==> src/rtl/instr_mem_fetch_pkg.sv <==
// instr_mem_fetch_pkg: shared fetch-stage types and the default boot program.
package instr_mem_fetch_pkg;

    typedef enum logic {RUN, LOAD} state_e;

    localparam int PROG_LEN = 6;
    // Entry 0 is the rightmost element.
    localparam logic [PROG_LEN-1:0][7:0] PROG = {8'd10, 8'd15, 8'd5, 8'd6, 8'd9, 8'd3};

endpackage

==> src/rtl/instr_mem_array.sv <==
// instr_mem_array: DEPTH x DATA_W single-write, single-read synchronous array.
module instr_mem_array
    import instr_mem_fetch_pkg::*;
#(
    parameter int DATA_W = 8,
    parameter int DEPTH  = 64,
    parameter int IW     = 6
) (
    input  logic              clk,
    input  logic              reset,
    input  logic              we_i,
    input  logic [IW-1:0]     waddr_i,
    input  logic [DATA_W-1:0] wdata_i,
    input  logic              re_i,
    input  logic [IW-1:0]     raddr_i,
    output logic [DATA_W-1:0] rdata_o
);

    typedef logic [DEPTH-1:0][DATA_W-1:0] mem_t;

    function automatic mem_t init_mem();
        mem_t m;
        for (int i = 0; i < DEPTH; i++)
            m[i[IW-1:0]] = (i < PROG_LEN) ? DATA_W'(PROG[i[2:0]]) : '0;
        return m;
    endfunction

    // Storage is never reset; contents survive reset and start from the boot program.
    mem_t mem_q = init_mem();
    logic [DATA_W-1:0] rdata_q;

    always_ff @(posedge clk) begin
        if (we_i) mem_q[waddr_i] <= wdata_i;
    end

    always_ff @(posedge clk or posedge reset) begin
        if (reset) rdata_q <= '0;
        else if (re_i) rdata_q <= mem_q[raddr_i];
    end

    assign rdata_o = rdata_q;

endmodule

==> src/rtl/instr_mem_fetch.sv <==
// instr_mem_fetch: registered instruction memory with valid/ready fetch port
// and a streaming run-time loader.
module instr_mem_fetch
    import instr_mem_fetch_pkg::*;
#(
    parameter int DATA_W = 8,
    parameter int ADDR_W = 8,
    parameter int DEPTH  = 64
) (
    input  logic              clk,
    input  logic              reset,
    input  logic              fetch_valid,
    input  logic [ADDR_W-1:0] fetch_addr,
    output logic              fetch_ready,
    output logic              instr_valid,
    output logic [DATA_W-1:0] instr_data,
    output logic              instr_fault,
    input  logic              instr_ready,
    input  logic              load_start,
    input  logic              load_valid,
    input  logic [DATA_W-1:0] load_data,
    input  logic              load_last,
    output logic              load_busy,
    output logic              load_err
);

    localparam int IW = (DEPTH > 1) ? $clog2(DEPTH) : 1;
    localparam int PW = ADDR_W + 1;
    localparam logic [PW-1:0] DEPTH_P = PW'(DEPTH);

    state_e state_q, state_d;
    logic [PW-1:0] ptr_q, ptr_d;
    logic err_q, err_d, valid_q, valid_d, fault_q, fault_d;
    logic accept, fetch_in_range, ptr_in_range, we;
    logic [DATA_W-1:0] rdata;

    assign fetch_in_range = {1'b0, fetch_addr} < DEPTH_P;
    assign ptr_in_range   = ptr_q < DEPTH_P;
    assign fetch_ready    = (state_q == RUN) && (!valid_q || instr_ready);
    assign accept         = fetch_valid && fetch_ready;
    // A restart pulse in LOAD wins over data arriving in the same cycle.
    assign we             = (state_q == LOAD) && load_valid && !load_start && ptr_in_range;

    always_comb begin
        state_d = state_q;
        ptr_d   = ptr_q;
        err_d   = err_q;
        if (load_start) begin
            state_d = LOAD;
            ptr_d   = '0;
            err_d   = 1'b0;
        end else if (state_q == LOAD && load_valid) begin
            ptr_d   = ptr_in_range ? ptr_q + PW'(1) : ptr_q;
            err_d   = err_q | !ptr_in_range;
            state_d = load_last ? RUN : LOAD;
        end
    end

    assign valid_d = accept || (valid_q && !instr_ready);
    assign fault_d = accept ? !fetch_in_range : fault_q;

    always_ff @(posedge clk or posedge reset) begin
        if (reset) begin
            state_q <= RUN;
            ptr_q   <= '0;
            err_q   <= 1'b0;
            valid_q <= 1'b0;
            fault_q <= 1'b0;
        end else begin
            state_q <= state_d;
            ptr_q   <= ptr_d;
            err_q   <= err_d;
            valid_q <= valid_d;
            fault_q <= fault_d;
        end
    end

    instr_mem_array #(
        .DATA_W(DATA_W),
        .DEPTH (DEPTH),
        .IW    (IW)
    ) u_array (
        .clk    (clk),
        .reset  (reset),
        .we_i   (we),
        .waddr_i(ptr_q[IW-1:0]),
        .wdata_i(load_data),
        .re_i   (accept && fetch_in_range),
        .raddr_i(fetch_addr[IW-1:0]),
        .rdata_o(rdata)
    );

    // Faulted results never load the read register, so mask it here.
    assign instr_data  = fault_q ? '0 : rdata;
    assign instr_fault = fault_q;
    assign instr_valid = valid_q;
    assign load_busy   = state_q == LOAD;
    assign load_err    = err_q;

endmodule
==> config.mk <==
export PLATFORM = sky130hd
export DESIGN_NAME = instr_mem_fetch
export DESIGN_NICKNAME = d
export VERILOG_FILES = /design/src/rtl/instr_mem_fetch_pkg.sv /design/src/rtl/instr_mem_array.sv /design/src/rtl/instr_mem_fetch.sv
export SDC_FILE = /design/constraint.sdc
export NUM_CORES = 1
export LEC_CHECK = 0
export ABC_AREA = 1
export CORE_ASPECT_RATIO = 0.7
export CORE_MARGIN = 4
export CORE_UTILIZATION = 51
export CTS_CLUSTER_DIAMETER = 120
export DETAILED_ROUTE_END_ITERATION = 8
export PLACE_DENSITY_LB_ADDON = 0.1
export SYNTH_ARGS = -nofsm -noshare
export SYNTH_HDL_FRONTEND = slang
export SYNTH_SLANG_ARGS = --single-unit
==> constraint.sdc <==
create_clock -name clk -period 2.1 [get_ports clk]
set_input_delay 0.42 -clock clk [delete_from_list [all_inputs] [get_ports clk]]
set_output_delay 0.42 -clock clk [all_outputs]
set_load 0.01 [all_outputs]
==> run_results.csv <==
group,metric,value,unit
drt,drc_errors,0,
layout,drive_above_1_share,0.150,
clocking,cts_tree,"yes",
layout,fin_cells,2633,
floorplan,die-area,46600,sq um
setup_path,rr_worst_depth,14,
grt,overflow,0,
floorplan,initial_core_util,0.518,
timing,finalSetupTns,-20370,ps
clocking,clock_latency,580,ps
timing,hold_viol,0,
placed_design,post-dp-hpwl,37800,um
synthesis,synthTopCellsByArea,"edfxtp_1 (70%), nand3_1 (11%), nand2_1 (11%)",
placed_design,io_buffer_count,35,
floorplan,core,42500,sq um
timing,fin_crit,2250,ps
setup_path,max_stage_delay,400,ps
clocking,path_clk_slew,60,ps
hold_path,hp-class,"input port to asynchronous set/reset pin",
clocking,cts_buffers,49,
setup_path,cp-end-kind,"flip-flop",
clocking,clockBufferDepth,3,
grt,grt_pass1_vias,14500,
synthesis,synth_seq_cells,533,
placed_design,place_area,24000,sq um
setup_path,crit_family,"buffers and inverters",
synthesis,synth_area,22000,sq um
power_and_ir_drop,clkPwrFrac,0.403,
timing,maxSlewViolCount,0,
timing,rsz0062_at_grt,"yes",
setup_path,cp_cell_sequence,"nor3_2, inv_2, buf_4, buf_4, buf_4, buf_4, buf_4, buf_4, buf_4, buf_4, buf_4, buf_4, a31oi_4, nor2_1",
synthesis,synth_edf_count,512,
clocking,clock-sinks,533,
floorplan,row_count,63,
drt,postRouteAntennaNets,0,
setup_path,path_class,"flip-flop to flip-flop",
timing,fmax,444,MHz
power_and_ir_drop,internal_power,17600,uW
drt,wl,59700,um
power_and_ir_drop,switching_share,0.220,
synthesis,syn_nets,1902,
synthesis,netlist_instances,1878,
layout,final_nets,2064,
floorplan,die_x,256,um
grt,gr-usage-all-layers,0.254,
setup_path,path_common_cell,"buf_4",
floorplan,die_height,182,um
drt,via_per_inst,5.74,
flow_run,cap_violations,0,
grt,grt_first_pass_wirelength,89000,um
placed_design,dp_cells,2517,
clocking,clock-root-buffer,"clkbuf_16",
synthesis,synth-async-reset-ratio,0.0394,
setup_path,slowest_stage,"dfrtp_1",
drt,vias,15100,
status,status,"finished, violations left",
status,violations,"negative setup slack",
placed_design,finalWeightedCongestion,0.871,
floorplan,ios,36,
setup_path,r2r_start,"ptr_q[8]",
timing,timing.final.ws_setup,-151,ps
setup_path,r2r_setup_slack,-150,ps
power_and_ir_drop,p_sw,4950,uW
layout,area_growth,19.1,%
synthesis,synth_top_area_cell,"edfxtp_1",
setup_path,worstPathArrival,2700,ps
power_and_ir_drop,power_frac_comb,0.075,
grt,antenna_found_initial,1,
setup_path,cp_data_required_time,2550,ps
setup_path,worst-path-buf-inv,11,
power_and_ir_drop,seq_power_share,0.522,
setup_path,crit_fanout,2,
setup_path,start_kind,"flip-flop",
grt,grt_max_degree,65,
timing,finalSetupViolCount,257,
synthesis,ys_seq_area_frac,0.723,
synthesis,synthDominantCellAreaShare,0.699,
synthesis,synth_flop_cell,"edfxtp_1",
power_and_ir_drop,ir_drop,0.779,mV
timing,period_share,1.07,
drt,drt_iter0_markers,1786,
timing,finClkSkew,17.4,ps
setup_path,crit_start,"ptr_q[8]",
timing,tightestPinTransition,700,ps
layout,utilization,0.616,
synthesis,yosys_warnings,0,
layout,diodes,0,
clocking,htreeDepth,2,
synthesis,syn_avg_cell_area,11.7,sq um
setup_path,reg2reg_to,"load_err",
timing,max_slew_margin,0.533,
drt,wl_per_cell,22.7,um
layout,postLayoutCellArea,26200,sq um
placed_design,dp_slack,-484,ps
power_and_ir_drop,p_leak,0.00966,uW
power_and_ir_drop,powerDensity,860,nW/um^2
drt,drtPass1Iterations,6,
synthesis,ys_types,31,
-- synth_stat cells, types with 3 or more instances --
library cell	count
nor3_1	6
buf_6	24
buf_1	9
nand3_1	473
nand3_4	4
nand2_1	616
o21ai_0	3
nand4_1	3
inv_2	3
edfxtp_1	512
clkbuf_1	16
inv_1	29
buf_4	10
a21oi_1	3
nor2_1	82
buf_2	50
dfrtp_1	21
-- routing by layer --
layer,up-vias,track usage,wire length [um],share of wire
met5,-,0,19,0.00032
met4,2,0.0583,1080,0.018
met3,84,0.0378,5150,0.086
met2,675,0.376,25900,0.43
met1,7430,0.401,27500,0.46
li1,6921,-,-,-
-- through the flow --
step | hold WS [ps] | power [uW]
floorplan | 397 | 12800
global placement | 469 | 13600
detailed placement | 469 | 13600
CTS | 187 | 22600
global route | 225 | 23300
finish | 196 | 22500
-- flip-flops by register name, indices dropped and copies added, names as in the netlist --
register / count
u_array.mem_q: 512
instr_fault: 1
u_array.rdata_o: 8
load_busy: 1
ptr_q: 9
load_err: 1
instr_valid: 1
-- how the worst max path moves through the flow --
stage,to,cells past startpoint
2_1_floorplan,u_array.mem_q[112],9
3_3_place_gp,u_array.mem_q[115],10
3_5_place_dp,u_array.mem_q[307],10
4_1_cts,u_array.mem_q[36],10
5_1_grt,u_array.mem_q[36],11
6_report,load_err,14
-- worst register-to-register path, cell delays in order (launching register included) --
cell	delay, ps
dfrtp_1	400
nor3_2	240
inv_2	90
buf_4	140
buf_4	120
buf_4	120
buf_4	130
buf_4	120
buf_4	120
buf_4	120
buf_4	130
buf_4	120
buf_4	130
a31oi_4	120
nor2_1	50
-- area by class of cell --
type                       instances  area, sq um
multi-input combinational       1200         5450
tap                              552          691
fill                            3280        16300
timing repair buffer             222         2370
clock buffer                      65         1330
inverter                          34          138
clock inverter                    27          299
sequential                       533        15900
-- logic make-up after synthesis --
kind of cell	Yosys count	share of synthesized area
AOI/OAI and AO/OA	10	0.00267
DFF	533	0.723
xor gates and xnor gates	1	0.000398
and+or+nand+nor	1188	0.234
buffers and inverters	145	0.0389
adders and majority gates	1	0.000569
-- power by group through the flow --
stage / Clock, uW / Sequential [uW] / Combinational, uW
4_1_cts: 9200 / 11800 / 1660
2_1_floorplan: 0 / 12000 / 838
3_5_place_dp: 0 / 12000 / 1640
3_3_place_gp: 0 / 12000 / 1630
5_1_grt: 9710 / 11800 / 1830
6_report: 9070 / 11800 / 1690
-- cells in the final DEF, fill, tap and decap left out, drive strengths merged --
| cell type | synthesis | final |
|---|---|---|
| dfrtp | 21 | 21 |
| inv | 33 | 34 |
| dlygate4sd2 | 0 | 9 |
| a31oi | 1 | 1 |
| o21bai | 1 | 1 |
| nor2 | 85 | 85 |
| clkdlybuf4s50 | 0 | 15 |
| edfxtp | 512 | 512 |
| a21oi | 3 | 3 |
| clkbuf | 16 | 65 |
| ha | 1 | 1 |
| nand4 | 3 | 3 |
| nor3 | 7 | 7 |
| o311ai | 1 | 1 |
| buf | 95 | 198 |
| nand3 | 477 | 477 |
| nand2 | 616 | 616 |
| o22ai | 1 | 1 |
| clkinv | 1 | 20 |
| bufinv | 0 | 7 |
| xnor2 | 1 | 1 |
| o21ai | 3 | 3 |
-- what timing repair did --
item                       CTS  global route
resized for setup           30            74
setup endpoints to repair  266           288
pin swaps                    3             8
setup buffers               21             3
hold buffers                 0             0
Power figures use the tool's default switching activity.
